[src/rtl/mt32_pkg.sv]
// mt32_pkg -- shared definitions for the MT19937 controller slice.
//
// Contents:
//   N         : words in the MT19937 state array (624)
//   AW        : state-RAM address width, derived from N (10)
//   DW        : word width (32)
//   DEF_SEED  : seed loaded by the optional autoseed after reset (5489)
//   state_e   : controller state encoding (IDLE, INIT, RUN, HOLD)
//   sat_inc   : saturating 32-bit increment used by the accepted-word counter

package mt32_pkg;

  localparam int unsigned N  = 624;
  localparam int unsigned AW = $clog2(N);
  localparam int unsigned DW = 32;

  localparam logic [31:0] DEF_SEED = 32'd5489;

  typedef enum logic [1:0] {
    ST_IDLE = 2'd0,
    ST_INIT = 2'd1,
    ST_RUN  = 2'd2,
    ST_HOLD = 2'd3
  } state_e;

  // Counter sticks at all-ones instead of wrapping to zero.
  function automatic logic [31:0] sat_inc(input logic [31:0] v);
    return (v == 32'hFFFF_FFFF) ? v : v + 32'd1;
  endfunction

endpackage

[src/rtl/mt32_ram_arb.sv]
// mt32_ram_arb -- state-RAM write-port multiplexer.
//
// Selects which unit owns the single state-RAM write port, purely from the
// controller's state register (no extra pipeline stage):
//   INIT      : init unit port   (init_waddr / init_wen / init_wdata)
//   RUN       : engine port      (gen_waddr  / gen_wen  / gen_wdata)
//   IDLE/HOLD : port parked, all fields driven to 0
//
// Ports:
//   state                         : controller state register (state_e encoding)
//   init_waddr/init_wen/init_wdata: init unit write request
//   gen_waddr/gen_wen/gen_wdata   : engine write request
//   ram_waddr/ram_wen/ram_wdata   : arbitrated write port to the state RAM

module mt32_ram_arb
  import mt32_pkg::*;
(
  input  logic [1:0]    state,
  input  logic [AW-1:0] init_waddr,
  input  logic          init_wen,
  input  logic [DW-1:0] init_wdata,
  input  logic [AW-1:0] gen_waddr,
  input  logic          gen_wen,
  input  logic [DW-1:0] gen_wdata,
  output logic [AW-1:0] ram_waddr,
  output logic          ram_wen,
  output logic [DW-1:0] ram_wdata
);

  state_e st;
  assign st = state_e'(state);

  always_comb begin
    // NOTE: every output gets a default before the case so no path can leave
    // a value unassigned -- otherwise synthesis infers a latch.
    ram_waddr = '0;
    ram_wen   = 1'b0;
    ram_wdata = '0;
    case (st)
      ST_INIT: begin
        ram_waddr = init_waddr;
        ram_wen   = init_wen;
        ram_wdata = init_wdata;
      end
      ST_RUN: begin
        ram_waddr = gen_waddr;
        ram_wen   = gen_wen;
        ram_wdata = gen_wdata;
      end
      default: ;
    endcase
  end

endmodule

[src/rtl/mt32_ctrl.sv]
// mt32_ctrl -- sequencing controller for an MT19937 generator.
//
// Owns the IDLE / INIT / RUN / HOLD state machine that reseeds the state RAM
// through an external init unit, then lets the twist/temper engine run and
// hands tempered words to a ready/valid consumer.
//
// Build option: define MT32_CTRL_AUTOSEED_EN to start an init with DEF_SEED
// in the first cycle after reset release; otherwise the controller waits in
// IDLE for seed_req.
//
// Ports:
//   clk, reset         : clock, asynchronous active-high reset
//   seed_req, seed_in  : reseed request and seed value
//   pause, resume      : stop / restart number production
//   init_go, init_seed : one-cycle start pulse and latched seed to init unit
//   init_waddr/wen/wdata, init_done : init unit RAM writes and completion pulse
//   gen_en             : engine enable
//   gen_waddr/wen/wdata, gen_valid, gen_rnd : engine RAM writes and output word
//   ram_waddr/wen/wdata: arbitrated state-RAM write port
//   rnd_valid, rnd, rnd_ready : consumer handshake
//   busy               : high while initialising
//   word_cnt           : words accepted since the last seed (saturating)
//
// The state RAM itself lives outside this block and is never cleared by
// reset; after a reset during INIT its contents stay undefined until the next
// init completes.

module mt32_ctrl
  import mt32_pkg::*;
#(
  parameter logic [31:0] DEF_SEED = mt32_pkg::DEF_SEED
) (
  input  logic          clk,
  input  logic          reset,
  input  logic          seed_req,
  input  logic [31:0]   seed_in,
  input  logic          pause,
  input  logic          resume,
  output logic          init_go,
  output logic [31:0]   init_seed,
  input  logic [9:0]    init_waddr,
  input  logic          init_wen,
  input  logic [31:0]   init_wdata,
  input  logic          init_done,
  output logic          gen_en,
  input  logic [9:0]    gen_waddr,
  input  logic          gen_wen,
  input  logic [31:0]   gen_wdata,
  input  logic          gen_valid,
  input  logic [31:0]   gen_rnd,
  output logic [9:0]    ram_waddr,
  output logic          ram_wen,
  output logic [31:0]   ram_wdata,
  output logic          rnd_valid,
  output logic [31:0]   rnd,
  input  logic          rnd_ready,
  output logic          busy,
  output logic [31:0]   word_cnt
);

`ifdef MT32_CTRL_AUTOSEED_EN
  localparam logic AUTOSEED = 1'b1;
`else
  localparam logic AUTOSEED = 1'b0;
`endif

  state_e      state_q,     state_d;
  logic        init_go_q,   init_go_d;
  logic [31:0] init_seed_q, init_seed_d;
  logic        pending_q,   pending_d;
  logic [31:0] word_cnt_q,  word_cnt_d;
  // Set by reset, cleared after the first clock: marks the autoseed cycle.
  logic        first_q,     first_d;

  logic        in_run;
  logic        accept;
  logic        seed_evt;
  logic [31:0] seed_val;

  assign in_run    = (state_q == ST_RUN);
  assign accept    = gen_valid & in_run & rnd_ready;

  // A user seed_req overrides the autoseed value if both land together.
  assign seed_evt  = seed_req | (AUTOSEED & first_q);
  assign seed_val  = seed_req ? seed_in : DEF_SEED;

  always_comb begin
    state_d     = state_q;
    init_go_d   = 1'b0;
    init_seed_d = init_seed_q;
    pending_d   = pending_q;
    word_cnt_d  = word_cnt_q;
    first_d     = 1'b0;

    if (accept) begin
      word_cnt_d = sat_inc(word_cnt_q);
    end

    case (state_q)
      ST_INIT: begin
        // A reseed during INIT cannot interrupt the running init unit, so it
        // is parked as pending and replayed when the current pass finishes.
        if (seed_req) begin
          init_seed_d = seed_in;
          pending_d   = 1'b1;
        end
        if (init_done) begin
          if (pending_q || seed_req) begin
            init_go_d  = 1'b1;
            pending_d  = 1'b0;
            word_cnt_d = '0;
          end else begin
            state_d = ST_RUN;
          end
        end
      end
      default: begin
        // IDLE, RUN, HOLD: seed_req outranks pause and resume.
        if (seed_evt) begin
          init_seed_d = seed_val;
          word_cnt_d  = '0;
          init_go_d   = 1'b1;
          pending_d   = 1'b0;
          state_d     = ST_INIT;
        end else if (state_q == ST_RUN && pause) begin
          state_d = ST_HOLD;
        end else if (state_q == ST_HOLD && resume && !pause) begin
          state_d = ST_RUN;
        end
      end
    endcase
  end

  // NOTE: sequential state uses non-blocking assignments so every flop samples
  // the pre-edge values regardless of statement order.
  always_ff @(posedge clk or posedge reset) begin
    if (reset) begin
      state_q     <= ST_IDLE;
      init_go_q   <= 1'b0;
      init_seed_q <= '0;
      pending_q   <= 1'b0;
      word_cnt_q  <= '0;
      first_q     <= 1'b1;
    end else begin
      state_q     <= state_d;
      init_go_q   <= init_go_d;
      init_seed_q <= init_seed_d;
      pending_q   <= pending_d;
      word_cnt_q  <= word_cnt_d;
      first_q     <= first_d;
    end
  end

  assign init_go   = init_go_q;
  assign init_seed = init_seed_q;
  assign word_cnt  = word_cnt_q;
  assign busy      = (state_q == ST_INIT);
  assign rnd_valid = gen_valid & in_run;
  assign rnd       = gen_rnd;
  // Engine advances only when its current word will be taken (or it has none).
  assign gen_en    = in_run & (rnd_ready | ~gen_valid);

  mt32_ram_arb u_ram_arb (
    .state      (state_q),
    .init_waddr (init_waddr),
    .init_wen   (init_wen),
    .init_wdata (init_wdata),
    .gen_waddr  (gen_waddr),
    .gen_wen    (gen_wen),
    .gen_wdata  (gen_wdata),
    .ram_waddr  (ram_waddr),
    .ram_wen    (ram_wen),
    .ram_wdata  (ram_wdata)
  );

endmodule

[config.mk]
export PLATFORM = sky130hd
export DESIGN_NAME = mt32_ctrl
export DESIGN_NICKNAME = d
export VERILOG_FILES = /design/src/rtl/mt32_pkg.sv /design/src/rtl/mt32_ram_arb.sv /design/src/rtl/mt32_ctrl.sv
export SDC_FILE = /design/constraint.sdc
export NUM_CORES = 1
export LEC_CHECK = 0
export ABC_AREA = 1
export CORE_MARGIN = 8
export CORE_UTILIZATION = 36
export DETAILED_ROUTE_END_ITERATION = 10
export PLACE_DENSITY = 0.81
export SLEW_MARGIN = 20
export SYNTH_ARGS = -nofsm -noshare
export SYNTH_HDL_FRONTEND = slang
export SYNTH_SLANG_ARGS = --single-unit
[constraint.sdc]
create_clock -name clk -period 2.46 [get_ports clk]
set_input_delay 0.492 -clock clk [delete_from_list [all_inputs] [get_ports clk]]
set_output_delay 0.492 -clock clk [all_outputs]
set_load 0.05 [all_outputs]
# [After elaboration in Yosys (flattened, before gate mapping)]
# Index checks and enable logic that the tools add are counted.
# W data, S select, Z words.
[totals] register_bits=68 in_bits=158 output_inout_bits=143 elab_cells=49
[op_classes] n_addsub=1 n_eq_ne=6 muxes=24 bitwise_logic=5 reduce_logical=8
[ops] operator="$mux W32" count=6
[ops] operator="$pmux W32 S2" count=1
[ops] operator="$add A32 B1 Y32 const B" count=1
[ops] operator="$eq A32 B32 Y1 const B" count=1
[ops] operator="$pmux W10 S2" count=1
[ops] operator="$mux W2" count=6
[ops] operator="$mux W1" count=9
[ops] operator="$eq A2 B2 Y1 const B" count=2
[ops] operator="$ne A2 B2 Y1 const B" count=2
[ops] operator="$reduce_bool A4 Y1" count=1
[ops] operator="$and A1 B1 Y1" count=3
[ops] operator="$logic_and A1 B1 Y1" count=3
[ops] operator="$reduce_and A3 Y1" count=1
[ops] operator="$eq A2 B1 Y1 const B" count=1
[ops] operator="$pmux W1 S2" count=1
[ops] operator="$reduce_bool A2 Y1" count=1
[ops] operator="$logic_not A1 Y1" count=1
[ops] operator="$logic_or A1 B1 Y1" count=1
[ops] operator="$not A1 Y1" count=1
[ops] operator="$or A1 B1 Y1" count=1

# [Logic depth before layout (Yosys ltp)]
[depth] ltp_word=7 mapped_depth=11 depth_no_buf=11

# [Cells and area by module]
# A second synthesis with hierarchy kept.
[unflattened] cells_unflattened=682 hier_area_um2=4485.6
[by_module_without_submodules] module="mt32_ctrl" n_inst=1 cells_each=534 area_per_inst_um2=3771.1 seq_area_each_um2=1701.6
[by_module_without_submodules] module="mt32_ram_arb" n_inst=1 cells_each=148 area_per_inst_um2=714.4 seq_area_each_um2=0.0

# [Worst setup path after synthesis]
# No wires, ideal clock.
[synth_path] path_kind="reg2out" from="register state_q[1]" to="output ram_waddr[0]" arrival_ns=2.319 required_ns=1.968 path_slack_ns=-0.351 stages_incl_launch_ff=7 n_path_buf=2 cell_sequence="dfrtp_1 inv_1 ha_1 buf_2 buf_1 nand2_1 a21oi_1"
[synth_via] elab_chain_len=2 word_cells_on_any_way=3 classes_between="eq/ne: 2; mux: 1"
[synth_lines] element="start: declaration" line_no="mt32_ctrl.sv:67" source="state_e state_q, state_d;"
[synth_lines] element="start signal: assignment" line_no="mt32_ctrl.sv:145" source="state_q <= state_d;"
[synth_lines] element="$eq A2 B1 Y1"
[synth_lines] element="via busy" line_no="mt32_ctrl.sv:57" source="output logic busy,"
[synth_lines] element="$pmux W10 S2" line_no="mt32_ram_arb.sv:39" source="case (st)"
[synth_lines] element="end: declaration" line_no="mt32_ctrl.sv:51" source="output logic [9:0] ram_waddr,"
# The timed path passes the listed nets, and every way through them passes these cells.

# [Final worst setup path]
[layout_path] from="register state_q[0]" to="output ram_waddr[0]"
[layout_via] elab_chain_len=2 word_cells_on_any_way=3 classes_between="eq/ne: 2; mux: 1"
[layout_lines] element="$eq A2 B2 Y1 / $eq A2 B1 Y1 (equally long branches)" line_no="mt32_ram_arb.sv:39"
[layout_lines] element="$pmux W10 S2 (*)" line_no="mt32_ram_arb.sv:39"
# Mark *: on every way between the ends. The rest lies on a longest branch, timed or not.

==> flow_metrics.py <==
metrics = {
    "clock_network": {
        "cts_resized": 0,
        "clock-sinks": 68,
        "cts_setup_buffers": 0,
        "cts_hold_buf": 0,
        "h-tree-depth": 3,
        "clockBufferDepth": 2,
        "cts_tree": "yes",
        "path_clk_slew_ns": 0.05,
        "numCtsBuffers": 9,
        "clock_latency_ns": 0.33,
        "cts-root-buf": "clkbuf_16",
    },
    "sta": {
        "hold_ws_ns": 0.466,
        "finalSetupViolations": 0,
        "fmax_mhz": 433,
        "drv_slew": 0,
        "tns_ns": 0,
        "tightestPinTransition_ns": 0.593,
        "fin_crit_ns": 2.31,
        "skew_ns": 0.0117,
        "rsz0062_at_grt": "no",
        "slew-limit-headroom": 0.604,
        "hold_viol": 0,
        "fin_crit_sh": 0.940,
        "fin_ws_ns": 0.149,
    },
    "route": {
        "via_per_inst": 4.97,
        "finalWirelength_um": 17700,
        "final_antenna_net_count": 0,
        "routed-via-count": 5159,
        "avgRoutedWirePerCell_um": 17.0,
        "drt_iter0_markers": 381,
        "drc_errors": 0,
        "detail_route.first_pass.iterations": 5,
    },
    "synthesis": {
        "synth_cell_types": 29,
        "synth_seq_area_share": 0.381,
        "synthDominantCellAreaShare": 0.381,
        "synth.largest_area_cell": "dfrtp_1",
        "synth_cells": 665,
        "synthArstFlopShare": 1.00,
        "syn-cell-area_um2": 4460,
        "synth_seq_cells": 68,
        "synth.top_cells.by_count": "270 x nand2_1, 80 x nor2_1, 77 x a21oi_1",
        "syn-mean-instance-area_um2": 6.71,
        "syn_nets": 827,
        "synthFlopType": "dfrtp_1",
        "synthTopCellsByArea": "dfrtp_1 38%, nand2_1 23%, a21oi_1 8.6%, nor2_1 6.7%, buf_4 5.4%",
        "ys_warn_count": 0,
        "synth_edf_count": 0,
        "yosysMostFrequentCell": "nand2_1",
    },
    "grt": {
        "grt_pass1_wl_um": 28400,
        "grt_max_degree": 43,
        "grt_antenna_before_repair": 0,
        "grt_pass1_vias": 5362,
        "grt.overflow.total": 0,
        "grt_use_total": 0.219,
    },
    "setup_path": {
        "endpoint_kind": "primary output",
        "reg2reg_to": "word_cnt[25]$_DFF_PP0_",
        "reg2regPathDepth": 11,
        "worstPathRequired_ns": 1.97,
        "regToRegSetupSlack_ns": 0.38,
        "arrival_ns": 1.82,
        "r2r-start": "state_q[0]$_DFFE_PP0P_",
        "crit_end": "ram_waddr[0]",
        "startpoint": "state_q[0]$_DFFE_PP0P_",
        "path_max_fanout": 23,
        "worst_setup_path_start_kind": "register",
        "critical_path_class": "register to primary output",
    },
    "job": {
        "cap_viol_max_count": 0,
    },
    "layout": {
        "fin_util": 0.667,
        "fin_area_um2": 8040,
        "antenna_cells": 0,
        "nets": 1026,
        "syn2layout_area_growth_pct": 80.3,
        "drive_gt1_frac": 0.175,
        "stdcell_count": 1037,
    },
    "floorplanning": {
        "die_area_um2": 16200,
        "fp.dieH_um": 127,
        "start_util": 0.370,
        "io_pins": 301,
        "dieWidth_um": 127,
        "design.core.area_um2": 12100,
        "rows": 40,
    },
    "placed_design": {
        "place_area_um2": 7740,
        "portBuffers": 236,
        "numPlacedInstances": 1021,
        "post-place-ws_ns": 0.219,
        "hpwlAfterDp_um": 14400,
        "place_congestion": 0.910,
    },
    "pwr": {
        "ir_drop_mv": 1.30,
        "power_density_nw_per_um2": 1070,
        "power_mw": 8.59,
        "p_leak_nw": 3.27,
    },
    "min_path": {
        "min_path_type": "register to register",
    },
    "status": {
        "outcome": "completed",
    },
}
-- logic make-up after synthesis --
group,Yosys count,share of synthesized area
AND/OR/NAND/NOR,417,0.400
buffers and inverters,95,0.115
AO/OA/AOI/OAI,81,0.0923
flip-flops,68,0.381
adder cells (fa/ha/maj),4,0.0112
-- registers in the layout, indices dropped and copies added (netlist names) --
name and cells:
init_seed 32, word_cnt 32, state_q 2, init_go 1, pending_q 1
-- final cells by class --
class | instances | area (µm²)
Clock buffer | 9 | 225
Timing Repair Buffer | 250 | 2990
Clock inverter | 7 | 80.1
Inverter | 33 | 124
Sequential cell | 68 | 1700
Fill cell | 959 | 4020
Tap cell | 168 | 210
Multi-Input combinational cell | 502 | 2710
-- worst max-delay path: stages (launching register included) --
cell and delay (ns):
dfrtp_1 0.38, inv_1 0.09, ha_4 0.46, buf_12 0.31
a21oi_2 0.08, buf_12 0.16
-- report_power, final --
part / total [mW] / leakage (nW) / internal (mW) / switching (mW)
logic: 5.98 / 2.24 / 2.45 / 3.53
registers: 1.27 / 0.884 / 1.21 / 0.0679
clock network: 1.34 / 0.143 / 0.800 / 0.541
total: 8.59 / 3.27 / 4.46 / 4.14
-- routing by layer --
metal,part of all wire,GRT usage
met1,0.36,0.223
met2,0.53,0.405
met3,0.097,0.0824
met4,0.016,0.0679
met5,0,0
-- placed cells by master (no fill, tap or decap), drive strengths merged --
cell type / synthesis / final
nand2: 275 / 275
clkdlybuf4s50: 0 / 190
nor2: 88 / 88
a21oi: 77 / 77
dfrtp: 68 / 68
buf: 46 / 60
inv: 33 / 37
nand3: 37 / 37
clkbuf: 16 / 9
nand4: 8 / 8
ha: 4 / 4
nor3: 3 / 3
nand3b: 2 / 2
clkinvlp: 0 / 2
and2: 2 / 2
or2: 2 / 2
o21ai: 1 / 1
o21bai: 1 / 1
a21boi: 1 / 1
a31oi: 1 / 1
bufinv: 0 / 1
-- worst min-delay path by stage --
stage                              start                   endpoint  slack, ns  cells after the start
3_5_place_dp   init_seed[10]$_DFFE_PP0P_  init_seed[10]$_DFFE_PP0P_       0.46                      2
4_1_cts        init_seed[10]$_DFFE_PP0P_  init_seed[10]$_DFFE_PP0P_       0.47                      2
2_1_floorplan      pending_q$_DFFE_PP0N_      pending_q$_DFFE_PP0N_       0.49                      2
5_1_grt         init_seed[4]$_DFFE_PP0P_   init_seed[4]$_DFFE_PP0P_       0.50                      2
6_report       init_seed[10]$_DFFE_PP0P_  init_seed[10]$_DFFE_PP0P_       0.47                      2
3_3_place_gp   init_seed[15]$_DFFE_PP0P_  init_seed[15]$_DFFE_PP0P_       0.45                      2
Power figures use the tool's default switching activity.
